### src/rtl/pulse_period_meter_pkg.sv
// Shared definitions for pulse_period_meter: FSM state encodings and the
// all-ones saturation value for a W-bit period counter.
package pulse_period_meter_pkg;

  typedef enum logic {
    IDLE    = 1'b0,
    MEASURE = 1'b1
  } state_t;

  // Largest value a w-bit counter can hold before it would wrap.
  function automatic int unsigned sat_max(input int unsigned w);
    return (32'd1 << w) - 32'd1;
  endfunction

endpackage

### src/rtl/pulse_period_meter_rise_detect.sv
// Falling-edge sampler for the tick stream; keeps the previous sample
// internally and flags a 0->1 transition combinationally.
module pulse_period_meter_rise_detect (
  input  logic clk,
  input  logic clear,
  input  logic pulse_in,
  output logic rise
);

  logic prev_reg;

  always_ff @(negedge clk or negedge clear) begin
    if (!clear) prev_reg <= 1'b0;
    else        prev_reg <= pulse_in;
  end

  assign rise = pulse_in & ~prev_reg;

endmodule

### src/rtl/pulse_period_meter.sv
// Measures falling-edge clock counts between rises of pulse_in and checks them
// against N. Build option PERIOD_METER_LOCK_EN adds the N comparison and lock.
module pulse_period_meter
  import pulse_period_meter_pkg::*;
#(
  parameter int N        = 5,
  parameter int W        = 8,
  parameter int LOCK_CNT = 3
) (
  input  logic         clk,
  input  logic         clear,
  input  logic         pulse_in,
  output logic [W-1:0] period,
  output logic         period_valid,
  output logic         locked,
  output logic         error
);

  localparam logic [W-1:0] CNT_MAX = W'(sat_max(W));

  state_t       state_reg, state_next;
  logic [W-1:0] count_reg, count_next;
  logic [W-1:0] period_next;
  logic         rise;
  logic         valid_next;
  logic         error_next;
  logic         measured;
  logic         overflow;

  pulse_period_meter_rise_detect u_rise_detect (
    .clk      (clk),
    .clear    (clear),
    .pulse_in (pulse_in),
    .rise     (rise)
  );

  always_ff @(negedge clk or negedge clear) begin
    if (!clear) state_reg <= IDLE;
    else        state_reg <= state_next;
  end

  always_comb begin
    state_next = state_reg;
    case (state_reg)
      IDLE:    if (rise) state_next = MEASURE;
      MEASURE: if (!rise && count_reg == CNT_MAX) state_next = IDLE;
      default: state_next = IDLE;
    endcase
  end

  // A rise on the saturating edge is a measurement, not an overflow.
  always_comb begin
    count_next  = count_reg;
    period_next = period;
    valid_next  = 1'b0;
    measured    = 1'b0;
    overflow    = 1'b0;
    case (state_reg)
      IDLE: begin
        if (rise) count_next = W'(1);
      end
      MEASURE: begin
        if (rise) begin
          period_next = count_reg;
          valid_next  = 1'b1;
          measured    = 1'b1;
          count_next  = W'(1);
        end else if (count_reg == CNT_MAX) begin
          overflow   = 1'b1;
          count_next = '0;
        end else begin
          count_next = count_reg + W'(1);
        end
      end
      default: count_next = '0;
    endcase
  end

`ifdef PERIOD_METER_LOCK_EN
  localparam int            MW       = $clog2(LOCK_CNT + 1);
  localparam logic [W-1:0]  N_VAL    = W'(N);
  localparam logic [MW-1:0] LOCK_MAX = MW'(LOCK_CNT);

  logic [MW-1:0] match_reg, match_next;
  logic          mismatch;

  always_comb begin
    match_next = match_reg;
    mismatch   = measured && (count_reg != N_VAL);
    if (overflow || mismatch)
      match_next = '0;
    else if (measured && match_reg != LOCK_MAX)
      match_next = match_reg + MW'(1);
  end

  // locked follows the updated match count so it moves on the measuring edge.
  always_ff @(negedge clk or negedge clear) begin
    if (!clear) begin
      match_reg <= '0;
      locked    <= 1'b0;
    end else begin
      match_reg <= match_next;
      locked    <= (match_next == LOCK_MAX);
    end
  end

  assign error_next = overflow | mismatch;
`else
  assign locked     = 1'b0;
  assign error_next = overflow;
`endif

  always_ff @(negedge clk or negedge clear) begin
    if (!clear) begin
      count_reg    <= '0;
      period       <= '0;
      period_valid <= 1'b0;
      error        <= 1'b0;
    end else begin
      count_reg    <= count_next;
      period       <= period_next;
      period_valid <= valid_next;
      error        <= error_next;
    end
  end

endmodule
### config.mk
export PLATFORM = sky130hd
export DESIGN_NAME = pulse_period_meter
export DESIGN_NICKNAME = d
export VERILOG_FILES = /design/src/rtl/pulse_period_meter_pkg.sv /design/src/rtl/pulse_period_meter_rise_detect.sv /design/src/rtl/pulse_period_meter.sv
export SDC_FILE = /design/constraint.sdc
export NUM_CORES = 1
export LEC_CHECK = 0
export CAP_MARGIN = 20
export CORE_MARGIN = 2
export CORE_UTILIZATION = 45
export DETAILED_ROUTE_END_ITERATION = 8
export PLACE_DENSITY = 0.82
export SETUP_SLACK_MARGIN = 0.5
export SYNTH_ARGS = -nofsm -noshare
export SYNTH_HDL_FRONTEND = slang
export SYNTH_SLANG_ARGS = --single-unit
### constraint.sdc
create_clock -name clk -period 1.24 [get_ports clk]
set_input_delay 0.124 -clock clk [delete_from_list [all_inputs] [get_ports clk]]
set_output_delay 0.124 -clock clk [all_outputs]
set_load 0.05 [all_outputs]
==> run summary <==
The detailed-route wire length per cell is 22.84 um. For this design the ratio of total power to cell area is 1581 nW/um^2. The clock passes through at most 2 buffers. Slowest library cell on the worst path: dfrtn_1. The critical path arrival came out at 1.59 ns. Counting distinct cell types in the post-synthesis netlist gives 31. The end-of-flow core utilization is 0.9121.

The die width is 47.83 um, and the number of diodes is 0. The maximum single-stage delay on the critical path is 0.50 ns, and the share of post-route cells with drive strength above 1 is 0.6410. The via count of the first global-routing pass came out at 814. The setup path with the least slack is of type flip-flop to output port. The logs give 0.4901 for the initial cell density of the core and 27 for the number of setup violations in the final report. The logic depth of the worst setup path including buffers came out at 1. TritonCTS built the clock tree. The die is 47.83 um tall. The count of cells along the worst hold path works out to 1. Yosys printed 0 warnings. The synthesized area per cell was 11.84 sq um; the average via count per standard cell was 5.908.

The startpoint identified for the worst hold timing path is pulse_in. STA classifies the critical path endpoint as an output port. For the later-pin clock latency in the skew report, the log shows 0.31 ns.

The most critical setup path has its startpoint at period[1]$_DFFE_NN0P_. The checks that failed: negative setup slack. Entering global routing, the biggest net connects 12 pins. The internal portion of the total power is 1.582 mW.

After global routing the overflow that remains totals 0. Across the run, the number of max-cap violations was 0. The combined buffer and inverter count along the critical path works out to 1. In this run the critical register-to-register path is launched from count_reg[1]$_DFFE_NN0P_. The run gives 122 as the net count of the finished layout. Setup repair after global routing could not meet its margin everywhere. From synthesis to final layout, the design area changed by 86.11%.

Traced cell by cell, the critical path runs through buf_12. The run gives 4 as the number of iterations in the first detailed-routing pass. The cell family contributing the most delay on the critical path is flip-flops. Along the worst path, the maximum fanout reaches 2. After detailed routing, the total wire length is 3.243 mm.

The run gives 28 as the iteration-0 DRC count of the detailed router. The post-synthesis register bit count is 20. The part of the Yosys area used for sequential elements is 0.5789. The tightest hold path in the finished design has a slack of 0.4076 ns.

The first global-routing pass estimated 3.960 mm of wire. The max-slew violation total from the final report was 0. The fraction of power consumed by combinational cells was 0.474; the initial antenna violation count was 0. The congestion estimate from routability-driven global placement came to 0.8747. The clock tree root buffer cell is clkbuf_4. In this run the count of I/O pins placed on the die edge is 14. Counting every instance in the synthesized netlist gives 73. For the worst-case vdd ir drop, the log shows 1.213 mV.

The worst setup path is launched from a flip-flop. The final total power was 2.544 mW; the post-detailed-route count of antenna-violating nets was 0. The run gives 2288 sq um as the die area. The setup slack after layout is -0.4728 ns. At the worst endpoint, the required time is 1.12 ns. For this design the total switching power over the nets is 0.9628 mW.

For the total vias in the final route, the log shows 839. The run gives 15 as the number of standard-cell rows in the floorplan. The number of cells on the worst reg-to-reg path is 6, and the final-report hold violation count is 0.

Detailed placement ended at an HPWL of 1.366 mm. The total global routing track utilization was 0.2549; the netlist area before placement was 864.6 sq um. Counting every sink on the clock net gives 20.

The clock tree skew after final layout is 0.004840 ns. The flow ran to the end, but the final reports show violations. Path class of the lowest-slack min-delay path: primary input to flip-flop. Deepest level of the CTS H-tree: 1. The clock-pin slew of the registers on the worst-case setup and hold paths is 0.08 ns. The part of the power in registers was 0.368. Switching part of the total: 0.3784. The leakage power is 0.7444 nW. The count of buffers added on input and output ports is 12. The post-synthesis net count was 77; the area of the placeable core was 1764 sq um.

For the clock network fraction of total power, the log shows 0.158. Buffers inserted during clock tree synthesis total 3. The run gives 0 as the detailed-route DRC error count.
[synthesized netlist by cell type (all sizes together)]
cell type  count  share of area
a211oi         2          0.017
a21oi          4          0.023
a311oi         1          0.010
a41oi          1          0.010
and3           2          0.016
buf            3          0.023
clkbuf         1         0.0043
conb           1         0.0043
dfrtn         20           0.58
ha             1          0.014
inv            2         0.0087
mux2           8           0.10
mux2i          1          0.012
nand2          4          0.020
nand3          4          0.029
nand4          2          0.014
nor2           4          0.017
nor2b          1         0.0072
nor3           1         0.0058
nor4           1         0.0072
o21a           1         0.0087
o21ai          2          0.012
o21bai         1         0.0087
o22ai          1         0.0072
o31ai          1         0.0087
or3            1         0.0072
xor2           2          0.020
[cells in the final DEF (no fill, tap or decap), types with 2 or more instances in the layout]
cell	instances
nand3_4	2
mux2_4	8
nand2_4	3
clkbuf_4	3
nor2_4	2
a21oi_1	3
dfrtn_1	20
buf_6	12
nand4_1	2
nand3_2	2
buf_12	12
buf_4	17
[power by group through the flow]
stage	logic [mW]	registers [mW]	clock network [mW]
floorplan	0.260	1.09	0
global placement	0.852	0.928	0
detailed placement	0.867	0.935	0
finish	1.21	0.937	0.402
CTS	1.01	0.915	0.385
global route	1.25	0.947	0.428
[cells by family after synthesis]
family,count (synthesis),synth area share
muxes,9,0.1158
and+or+nand+nor,20,0.1245
DFF,20,0.5789
AOI/OAI and AO/OA,14,0.1057
buffers and inverters,6,0.03617
adders and majority gates,1,0.01447
other,1,0.004337
xor gates and xnor gates,2,0.02026
[routing by layer]
metal  global-route usage  vias to the layer above  part of all wire
met5                    0                        -                 0
met1               0.3261                      429              0.39
met2               0.4373                       43              0.52
li1                     -                      350                 -
met3              0.05660                       17             0.043
met4              0.06486                        0             0.043
[worst paths after layout]
kind	slack, ns	end
setup / recovery	-0.47	period[1]
hold / removal	0.41	u_rise_detect.prev_reg$_DFF_NN0_
setup reg to reg	-0.27	count_reg[6]$_DFFE_NN0P_
hold reg to reg	0.54	period[2]$_DFFE_NN0P_
max in group asynchronous	0.52	period[7]$_DFFE_NN0P_
min in group asynchronous	0.43	period[0]$_DFFE_NN0P_
[what timing repair did]
| item | 4_1_cts | 5_1_grt |
|---|---|---|
| buffers inserted | 11 | 6 |
| gates cloned | 3 | 0 |
| endpoints found under the setup margin | 50 | 29 |
| pin swaps | 2 | 7 |
| resized for setup | 23 | 20 |
| hold buffers | 0 | 0 |
[area by class of cell]
cell class              instances  area (sq um)
repair buffers                 43         544.3
flip-flops and latches         20         500.5
multi-input cells              48         489.2
fillers                        68         155.1
clock buffers                   4         36.28
well taps                      25         31.28
inverters                       2         7.507
[through the flow]
stage	setup WS, ns	instances	setup TNS [ns]	cell area, sq um
after global routing	-0.4953	142	-6.764	1609
after floorplan	-0.2199	73	-4.958	907.1
final	-0.4728	142	-5.887	1609
after CTS	-0.4417	136	-4.610	1470
after detailed placement	-0.7929	118	-13.61	1237
after global placement	-0.7531	118	-12.79	1237
No activity file was read; power rests on OpenSTA's default activity.
